--- src/rtl/exec_unit_pipe.sv ---
// Execution unit with a one-deep registered result channel.
// Logic/shift/add ops complete in one cycle; mul, divu and remu iterate
// one bit per cycle (shift-add / restoring division) for XLEN cycles.
// The last iteration writes the output register directly, so DONE is the
// cycle that presents the result while busy is still high; this gives an
// accept-to-out_valid latency of XLEN+1 with busy high for XLEN+1 cycles.
module exec_unit_pipe #(
    parameter int XLEN = 32,
    parameter int SHW  = 5
) (
    input  logic            clk,
    input  logic            rst,
    input  logic            in_valid,
    output logic            in_ready,
    input  logic [4:0]      in_opr,
    input  logic [SHW-1:0]  in_shift,
    input  logic [XLEN-1:0] in_a,
    input  logic [XLEN-1:0] in_b,
    input  logic [4:0]      in_wra,
    output logic            out_valid,
    input  logic            out_ready,
    output logic [XLEN-1:0] out_result,
    output logic [4:0]      out_wra,
    output logic            busy
);

    localparam logic [4:0] OP_ADD  = 5'd0;
    localparam logic [4:0] OP_SUB  = 5'd2;
    localparam logic [4:0] OP_AND  = 5'd8;
    localparam logic [4:0] OP_OR   = 5'd9;
    localparam logic [4:0] OP_XOR  = 5'd10;
    localparam logic [4:0] OP_NOR  = 5'd11;
    localparam logic [4:0] OP_SLL  = 5'd16;
    localparam logic [4:0] OP_SRL  = 5'd17;
    localparam logic [4:0] OP_SRA  = 5'd18;
    localparam logic [4:0] OP_MUL  = 5'd24;
    localparam logic [4:0] OP_DIVU = 5'd25;
    localparam logic [4:0] OP_REMU = 5'd26;

    localparam logic [SHW:0] LAST = (SHW+1)'(XLEN - 1);

    typedef enum logic [1:0] {IDLE, ITER, DONE} state_t;

    state_t          state;
    logic [4:0]      opr_q;
    logic [4:0]      wra_q;
    logic [XLEN-1:0] opa;      // multiplier / dividend-quotient shift register
    logic [XLEN-1:0] opb;      // multiplicand / divisor
    logic [XLEN-1:0] acc;      // product / partial remainder
    logic [SHW:0]    cnt;

    logic            accept;
    logic            is_multi;
    logic [XLEN-1:0] alu_res;
    logic [XLEN:0]   div_r;
    logic [XLEN:0]   div_diff;
    logic            div_ge;
    logic [XLEN-1:0] nxt_opa;
    logic [XLEN-1:0] nxt_opb;
    logic [XLEN-1:0] nxt_acc;
    logic [XLEN-1:0] fin_res;

    assign in_ready = !rst && (state == IDLE) && (!out_valid || out_ready);
    assign accept   = in_valid && in_ready;
    assign is_multi = (in_opr == OP_MUL) || (in_opr == OP_DIVU) || (in_opr == OP_REMU);
    assign busy     = (state == ITER) || (state == DONE);

    // Single-cycle result, computed straight from the request operands
    always_comb begin
        alu_res = '1;
        case (in_opr)
            OP_ADD:  alu_res = in_a + in_b;
            OP_SUB:  alu_res = in_a - in_b;
            OP_AND:  alu_res = in_a & in_b;
            OP_OR:   alu_res = in_a | in_b;
            OP_XOR:  alu_res = in_a ^ in_b;
            OP_NOR:  alu_res = ~(in_a | in_b);
            OP_SLL:  alu_res = in_a << in_shift;
            OP_SRL:  alu_res = in_a >> in_shift;
            OP_SRA:  alu_res = XLEN'($signed(in_a) >>> in_shift);
            default: alu_res = '1;
        endcase
    end

    // One iteration step: shift-add for mul, restoring step for div/rem.
    // A zero divisor naturally yields all-ones quotient and remainder = dividend.
    always_comb begin
        div_r    = {acc, opa[XLEN-1]};
        div_diff = div_r - {1'b0, opb};
        div_ge   = (div_r >= {1'b0, opb});
        if (opr_q == OP_MUL) begin
            nxt_acc = opa[0] ? acc + opb : acc;
            nxt_opa = opa >> 1;
            nxt_opb = opb << 1;
        end else begin
            nxt_acc = div_ge ? div_diff[XLEN-1:0] : div_r[XLEN-1:0];
            nxt_opa = {opa[XLEN-2:0], div_ge};
            nxt_opb = opb;
        end
        fin_res = (opr_q == OP_DIVU) ? nxt_opa : nxt_acc;
    end

    // Control FSM, iteration datapath and registered result channel
    always_ff @(posedge clk) begin
        if (rst) begin
            state      <= IDLE;
            out_valid  <= 1'b0;
            out_result <= '0;
            out_wra    <= '0;
            cnt        <= '0;
        end else begin
            if (out_ready) out_valid <= 1'b0;
            case (state)
                IDLE: begin
                    if (accept) begin
                        if (is_multi) begin
                            state <= ITER;
                            opr_q <= in_opr;
                            wra_q <= in_wra;
                            opa   <= in_a;
                            opb   <= in_b;
                            acc   <= '0;
                            cnt   <= '0;
                        end else begin
                            out_valid  <= 1'b1;
                            out_result <= alu_res;
                            out_wra    <= in_wra;
                        end
                    end
                end
                ITER: begin
                    opa <= nxt_opa;
                    opb <= nxt_opb;
                    acc <= nxt_acc;
                    cnt <= cnt + 1'b1;
                    if (cnt == LAST) begin
                        state      <= DONE;
                        cnt        <= '0;
                        out_valid  <= 1'b1;
                        out_result <= fin_res;
                        out_wra    <= wra_q;
                    end
                end
                DONE:    state <= IDLE;
                default: state <= IDLE;
            endcase
        end
    end

endmodule
--- config.mk ---
export PLATFORM = sky130hd
export DESIGN_NAME = exec_unit_pipe
export DESIGN_NICKNAME = d
export VERILOG_FILES = /design/src/rtl/exec_unit_pipe.sv
export SDC_FILE = /design/constraint.sdc
export NUM_CORES = 1
export LEC_CHECK = 0
export BUFFER_PORTS_ARGS = -buffer_cell sky130_fd_sc_hd__buf_2
export CORE_MARGIN = 2
export CORE_UTILIZATION = 59
export DETAILED_ROUTE_END_ITERATION = 8
export PLACE_DENSITY = 0.82
export SYNTH_ARGS = -nofsm -noshare
export SYNTH_HDL_FRONTEND = slang
export SYNTH_SLANG_ARGS = --single-unit
--- constraint.sdc ---
create_clock -name clk -period 10 [get_ports clk]
set_input_delay 1 -clock clk [delete_from_list [all_inputs] [get_ports clk]]
set_output_delay 1 -clock clk [all_outputs]
set_load 0.03 [all_outputs]
==> results.sh, run 1 <==
export IMPL_switching_share=0.354
export IMPL_synth_ff_type="edfxtp_1"
export IMPL_path_max_fanout=63
export IMPL_hold_buffers=0
export IMPL_cts_tree="built"
export IMPL_dpl_cell_area_um2=20300
export IMPL_cts_made_buffers=17
export IMPL_start_util=0.602
export IMPL_clk_transition_reported_paths_ns=0.07
export IMPL_path_buf_inv=2
export IMPL_p_leak_uw=0.00882
export IMPL_grt_pass1_wl_mm=113
export IMPL_p_sw_uw=679
export IMPL_syn_area_um2=19600
export IMPL_seq_area_frac_synth=0.209
export IMPL_path_depth=18
export IMPL_r2r_start="acc[22]$_SDFFCE_PN0P_"
export IMPL_power_frac_comb=0.312
export IMPL_finalCritPeriodShare=0.574
export IMPL_antenna_cells=0
export IMPL_worstSetupEndpointType="flip-flop"
export IMPL_fin_setup_tns_ns=0
export IMPL_rows=66
export IMPL_core_um2=32600
export IMPL_grt_ovfl_total=0
export IMPL_critPathTopFamily="compound AO/OA/AOI/OAI gates"
export IMPL_die_area_um2=34700
export IMPL_final_common_cell="nand2_1"
export IMPL_syn_nets=2864
export IMPL_critPathRequiredTime_ns=10.34
export IMPL_drt_pass1_iterations=6
export IMPL_syn_inst=2616
export IMPL_gp_congestion=1.04
export IMPL_final_cell_area_um2=20900
export IMPL_reg2reg_depth=10
export IMPL_clockRootBuffer="clkbuf_16"
export IMPL_wirelength_mm=74.4
export IMPL_worst_r2r_setup_slack_ns=5.64
export IMPL_synth_edf_count=106
export IMPL_crit_chain="buf_4 -> or3_1 -> nor2_1 -> buf_4 -> and2_1 -> nor2_1 -> xnor2_1 -> ha_1 -> nor2b_1 -> o31a_1 -> o21a_1 -> o31ai_1 -> a21oi_1 -> a21oi_1 -> a21oi_1 -> xnor2_1 -> o311a_1 -> a211oi_1"
export IMPL_reg2reg_to="out_result[23]$_SDFFE_PP0P_"
export IMPL_num_io_pins=123
export IMPL_groute_usage_overall=0.415
export IMPL_remaining_drc_errors=0
export IMPL_hp_class="flip-flop to flip-flop"
export IMPL_hold_viol=0
export IMPL_drtIter0Drc=2716
export IMPL_cp_data_arrival_time_ns=6.08
export IMPL_setup_viol=0
export IMPL_rsz0062_at_grt="false"
export IMPL_crit_type="input pin to flip-flop"
export IMPL_drive_gt1_frac=0.104
export IMPL_areaGrowthSynthToFinish_pct=6.54
export IMPL_post_place_ws_ns=4.01
export IMPL_grt_pass1_vias=19200
export IMPL_viasPerCell=6.84
export IMPL_nets=2860
export IMPL_status="finished, final reports clean"
export IMPL_layout_setup_ws_ns=4.26
export IMPL_vias=21000
export IMPL_mostFrequentLayoutCells="318 x nand2_1, 268 x nor2_1, 206 x o21ai_0, 204 x a21oi_1, 161 x ha_1"
export IMPL_hpwlAfterDp_mm=57.7
export IMPL_clkSinkCount=152
export IMPL_tightest_slew_ns=1.12
export IMPL_pwr_share_seq=0.366
export IMPL_clk_latency_ns=0.44
export IMPL_maxCapViolations=0
export IMPL_period_needed_ns=5.74
export IMPL_cp_start_kind="input pin"
export IMPL_avgSynthCellArea_um2=7.50
export IMPL_ys_async_sr_fraction=0
export IMPL_io_buffer_count=122
export IMPL_wire_per_inst_um=24.3
export IMPL_power_internal_uw=1240
export IMPL_slew_headroom=0.232
export IMPL_critical_path_most_common_cell="a21oi_1"
export IMPL_endpoint="out_result[26]$_SDFFE_PP0P_"
export IMPL_die_w_um=186
export IMPL_grt_max_degree=98
export IMPL_post_cts_setup_buffers=0
export IMPL_power_density_nw_per_um2=91.7
export IMPL_postRouteAntennaNets=0
export IMPL_antenna_found_initial=1
export IMPL_cts_path_max_buffers=2
export IMPL_synth_cell_types=96
export IMPL_fmax_ghz=0.174
export IMPL_critPathSlowestCell="and2_1"
export IMPL_yosysWarnings=0
export IMPL_clock_skew_ns=0.0178
export IMPL_clkPwrFrac=0.322
export IMPL_finalMaxSlewViolations=0
export IMPL_die_h_um=186
export IMPL_cts_resized=0
export IMPL_synth_seq_cells=152
export IMPL_peakVddDrop_v=0.0000938
export IMPL_cp_slowest_stage_delay_ns=0.59
export IMPL_startpoint="in_opr[0]"
export IMPL_cts_htree_levels=4
-- worst register-to-register path, stage by stage, from the launching register on --
cell,delay (ns)
edfxtp_1,0.50
ha_1,0.42
and2_1,0.22
a21o_1,0.20
a211oi_2,0.29
o21ai_1,0.20
o211ai_2,0.79
nand2_2,0.57
mux2_2,0.44
o21ai_1,0.38
a311oi_1,0.18
-- per-layer routing --
layer,track usage,share of wire,wire [um],vias up
li1,-,-,-,9556
met1,0.552,0.39,29200,9825
met2,0.668,0.45,33200,1385
met3,0.0587,0.11,8060,221
met4,0.196,0.053,3940,2
met5,0,0.00015,11,-
-- logic make-up after synthesis --
logic type / Yosys count / share of synthesized area
multiplexers: 157 / 0.0974
flip-flops: 152 / 0.209
AND/OR/NAND/NOR: 853 / 0.194
adder cells (fa/ha/maj): 165 / 0.106
XOR/XNOR: 100 / 0.0450
AO/OA/AOI/OAI: 858 / 0.282
buffers and inverters: 331 / 0.0662
-- cell usage after synthesis (13+ instances only) --
cell type	instances	share of area
nand2_1	318	0.061
nor2_1	270	0.052
o21ai_0	206	0.053
a21oi_1	205	0.052
ha_1	162	0.10
inv_1	156	0.030
clkbuf_1	120	0.023
edfxtp_1	106	0.16
mux2i_1	102	0.052
xnor2_1	77	0.034
a31oi_1	65	0.021
a211oi_1	63	0.024
nand3_1	60	0.015
a21o_1	59	0.023
dfxtp_1	46	0.047
nor3_1	45	0.011
mux2_2	31	0.018
nand2b_1	27	0.0086
o211ai_1	26	0.0099
and3_1	25	0.0080
buf_2	25	0.0064
buf_1	24	0.0046
mux4_2	24	0.028
o21a_1	23	0.0088
nor2b_1	22	0.0070
xor2_1	22	0.0098
and2_1	19	0.0061
o21ai_1	17	0.0043
o31ai_1	17	0.0065
o22ai_1	15	0.0048
or3_1	15	0.0048
a211o_1	13	0.0058
nand4_1	13	0.0041
-- per-stage QoR --
stage                     power (uW)  hold slack, ns  utilization  cells
final                           1920           0.480        0.641   3067
after global routing            1990           0.491        0.641   3067
after CTS                       1900           0.468        0.641   3067
after detailed placement        1290           0.459        0.624   3035
after global placement          1280           0.435        0.624   3035
after floorplan                 1110           0.449            -   2616
-- flip-flops by register name, summed over array words and instances, names as in the netlist --
register    count
acc            32
opa            32
opb            32
out_result     32
cnt             6
opr_q           5
out_wra         5
wra_q           5
state           2
out_valid       1
-- layout make-up --
type / count / area (um^2)
Clock buffer: 21 / 472
Clock inverter: 11 / 86.3
Fill cell: 2915 / 11700
Inverter: 158 / 593
Multi-Input combinational cell: 2133 / 14300
Sequential cell: 152 / 4100
Tap cell: 442 / 553
Timing Repair Buffer: 150 / 826
-- power groups by stage --
stage	registers [uW]	clock network [uW]	logic, uW
floorplan	734	0	374
global placement	713	0	570
detailed placement	714	0	579
CTS	700	614	582
global route	701	644	645
finish	701	618	599
-- worst min-delay path by stage --
stage | start | endpoint | slack, ns | cells after the start
6_report | cnt[1]$_SDFFE_PP0P_ | cnt[1]$_SDFFE_PP0P_ | 0.48 | 2
5_1_grt | out_result[20]$_SDFFE_PP0P_ | out_result[20]$_SDFFE_PP0P_ | 0.49 | 2
4_1_cts | out_result[20]$_SDFFE_PP0P_ | out_result[20]$_SDFFE_PP0P_ | 0.47 | 2
3_5_place_dp | out_result[20]$_SDFFE_PP0P_ | out_result[20]$_SDFFE_PP0P_ | 0.46 | 2
3_3_place_gp | out_result[20]$_SDFFE_PP0P_ | out_result[20]$_SDFFE_PP0P_ | 0.43 | 2
2_1_floorplan | cnt[1]$_SDFFE_PP0P_ | cnt[1]$_SDFFE_PP0P_ | 0.45 | 2
(Power assumes the default switching activity.)
==> inputs of run 2 (changes only) <==
--- a/config.mk
+++ b/config.mk
@@ -5,11 +5,12 @@
 export SDC_FILE = /design/constraint.sdc
 export NUM_CORES = 1
 export LEC_CHECK = 0
+export ABC_AREA = 1
 export BUFFER_PORTS_ARGS = -buffer_cell sky130_fd_sc_hd__buf_2
 export CORE_MARGIN = 2
-export CORE_UTILIZATION = 59
+export CORE_UTILIZATION = 58
 export DETAILED_ROUTE_END_ITERATION = 8
-export PLACE_DENSITY = 0.82
+export PLACE_DENSITY = 0.83
 export SYNTH_ARGS = -nofsm -noshare
 export SYNTH_HDL_FRONTEND = slang
 export SYNTH_SLANG_ARGS = --single-unit
==> constraint.sdc (replaced) <==
create_clock -name clk -period 4.7 [get_ports clk]
set_input_delay 0.47 -clock clk [delete_from_list [all_inputs] [get_ports clk]]
set_output_delay 0.47 -clock clk [all_outputs]
set_load 0.03 [all_outputs]
==> run 2 against run 1 <==
- clock skew grew 0.00066 ns
- global-route usage is 5.0 points higher
- final cell count up 38%
- largest cell class unchanged
==> results.sh, run 2 <==
export IMPL_status="finished, final reports clean"
export IMPL_synth_fa_ha_area_frac=0.0978
export IMPL_cts_htree_levels=4
export IMPL_setup_viol=0
export IMPL_wirelength_mm=90.5
export IMPL_grt_pass1_wl_mm=136
export IMPL_viasPerCell=6.07
export IMPL_instances_no_fill=4232
export IMPL_grt_ovfl_total=0
export IMPL_startpoint="in_b[0]"
export IMPL_tightest_slew_ns=1.10
export IMPL_multi_input_area_um2=14700
export IMPL_synth_area_top_cells="nand2_1 22%, edfxtp_1 15%, nand3_1 9.5%"
export IMPL_clk_transition_reported_paths_ns=0.07
export IMPL_post_cts_setup_buffers=0
export IMPL_hp_class="input pin to flip-flop"
export IMPL_synth_cell_types=56
export IMPL_grt_max_degree=75
export IMPL_syn_area_um2=21300
export IMPL_finalMaxSlewViolations=0
export IMPL_nets=3995
export IMPL_cp_start_kind="input pin"
export IMPL_muxShareOfSynthArea=0.0127
export IMPL_hpwlAfterDp_mm=71.5
export IMPL_rows=70
export IMPL_drive_gt1_frac=0.0617
export IMPL_synth_xor_area_frac=0.0246
export IMPL_layout_setup_ws_ns=0.247
export IMPL_cp_slowest_stage_delay_ns=0.68
export IMPL_regArea_um2=4100
export IMPL_avgSynthCellArea_um2=5.75
export IMPL_dp_cells=4196
export IMPL_cts_resized=0
export IMPL_vias=25700
export IMPL_mostFrequentLayoutCells="1,271 x nand2_1, 510 x inv_1, 407 x nand3_1, 287 x nor2_1, 230 x o21ai_0"
export IMPL_areaGrowthSynthToFinish_pct=6.97
export IMPL_fin_setup_tns_ns=0
export IMPL_maxCapViolations=0
export IMPL_core_um2=36400
export IMPL_crit_type="input pin to flip-flop"
export IMPL_start_util=0.586
export IMPL_final_common_cell="nand2_1"
export IMPL_synth_ff_type="edfxtp_1"
export IMPL_fmax_ghz=0.225
export IMPL_critical_path_most_common_cell="nand2_1"
export IMPL_cts_tree="built"
export IMPL_rsz0062_at_grt="false"
export IMPL_ys_async_sr_fraction=0
export IMPL_hold_buffers=0
export IMPL_synthSimpleGateAreaFrac=0.416
export IMPL_wire_per_inst_um=21.4
export IMPL_antenna_found_initial=5
export IMPL_die_area_um2=38300
export IMPL_met2_usage=0.729
export IMPL_path_buf_inv=4
export IMPL_cts_made_buffers=17
export IMPL_die_h_um=196
export IMPL_drtIter0Drc=3747
export IMPL_critPathTopFamily="simple AND/OR/NAND/NOR gates"
export IMPL_fillers=3736
export IMPL_worstSetupEndpointType="flip-flop"
export IMPL_synth_edf_count=106
export IMPL_post_place_ws_ns=0.0136
export IMPL_io_buffer_count=122
export IMPL_grt_use_met3=0.101
export IMPL_finalCritPeriodShare=0.947
export IMPL_synth_top_area_cell="nand2_1"
export IMPL_postRouteAntennaNets=0
export IMPL_syn_nets=3957
export IMPL_gp_congestion=1.07
export IMPL_syn_inst=3709
export IMPL_slew_headroom=0.261
export IMPL_cp_data_arrival_time_ns=4.80
export IMPL_synth_seq_cells=152
export IMPL_clock_skew_ns=0.0185
export IMPL_p_leak_uw=0.0121
export IMPL_drt_pass1_iterations=9
export IMPL_synth_most_common_cell="nand2_1"
export IMPL_clockRootBuffer="clkbuf_16"
export IMPL_ys_top_cells_by_count="1,271 x nand2_1, 510 x inv_1, 407 x nand3_1, 290 x nor2_1, 230 x o21ai_0"
export IMPL_remaining_drc_errors=0
export IMPL_clkSinkCount=152
export IMPL_peakVddDrop_v=0.000225
export IMPL_r2r_start="opb[1]$_DFFE_PP_"
export IMPL_path_max_fanout=5
export IMPL_synth_top_family_by_area="simple AND/OR/NAND/NOR gates"
export IMPL_critPathRequiredTime_ns=5.05
export IMPL_grt_pass1_vias=24000
export IMPL_synth_top_area_frac=0.224
export IMPL_busiest_layer="met2"
export IMPL_power_density_nw_per_um2=250
export IMPL_hold_start="in_wra[4]"
export IMPL_period_needed_ns=4.45
export IMPL_synth_compound_area_frac=0.136
export IMPL_cts_path_max_buffers=2
export IMPL_seq_area_frac_synth=0.192
export IMPL_groute_usage_overall=0.466
export IMPL_die_w_um=196
export IMPL_num_io_pins=123
export IMPL_critPathSlowestCell="nor3_1"
export IMPL_hold_viol=0
export IMPL_grtUsageMet1=0.564
export IMPL_clk_latency_ns=0.45
export IMPL_yosysWarnings=0
## run 2: cell count changes in the layout (fill, tap and decap cells not counted), moves of 26 or more
| cell | delta |
|---|---|
| nand3_1 | +347 |
| nand2b_1 | -26 |
| xor2_1 | +32 |
| nand4_1 | +34 |
| a31oi_1 | -55 |
| mux2i_1 | -75 |
| xnor2_1 | -71 |
| nand2_1 | +953 |
| a21o_1 | -56 |
| mux2_2 | -31 |
| inv_1 | +354 |
| a211oi_1 | -61 |
## run 2: area by class of cell
cell class / count / area share
Multi-Input combinational cell: 2899 / 0.644
Sequential cell: 152 / 0.180
Inverter: 520 / 0.0856
Timing Repair Buffer: 157 / 0.0394
Tap cell: 468 / 0.0257
Clock buffer: 17 / 0.0186
Clock inverter: 15 / 0.00614
Antenna cell: 4 / 0.000439
## run 2: metrics by stage
step	hold slack, ns	total power (uW)	util	area [um^2]
global route	0.213	5980	0.626	22800
finish	0.223	5710	0.626	22800
floorplan	0.456	3420	-	21300
global placement	0.474	4220	0.611	22200
CTS	0.212	5600	0.626	22800
detailed placement	0.498	4230	0.611	22200
## run 2: per-layer routing
metal	wire (um)	part of all wire
met1	33200	0.37
met2	39000	0.43
met3	10400	0.12
met4	7840	0.087
met5	0	0
## run 2: logic make-up (layout without fill, tap and decap cells)
| family | after synthesis | in the layout |
|---|---|---|
| compound gates | 528 | 528 |
| xor+xnor | 60 | 60 |
| fa+ha+maj | 165 | 165 |
| buf+inv | 658 | 709 |
| flops | 152 | 152 |
| mux | 27 | 27 |
| other cells | 0 | 4 |
| simple gates | 2119 | 2119 |
## run 2: path summary, 6_finish.rpt
path / slack, ns / to / cells past startpoint
setup reg to reg: 1.00 / out_result[14]$_SDFFE_PP0P_ / 16
hold / removal: 0.22 / wra_q[4]$_DFFE_PP_ / 1
hold reg to reg: 0.51 / cnt[1]$_SDFFE_PP0P_ / 2
setup / recovery: 0.25 / out_result[29]$_SDFFE_PP0P_ / 25
## run 2: worst reg2reg max path: stages (launching register included)
cell and delay [ns]:
edfxtp_1 0.61, inv_1 0.18, ha_1 0.36, nand2_1 0.06, nor2_1 0.15, nand3_1 0.12, nand3_2 0.18, nand2_1 0.07
nand2_1 0.17, nand2_2 0.22, nand2_4 0.28, nand2_2 0.13, inv_2 0.40, nand2_1 0.18, nand4_1 0.16, nand2_1 0.18
a21oi_1 0.17
## run 2: report_power, final
group | internal [uW] | leakage (uW) | switching [uW] | total [uW]
registers | 1600 | 0.00135 | 135 | 1730
clock network | 737 | 0.000269 | 651 | 1390
logic | 742 | 0.0105 | 1840 | 2590
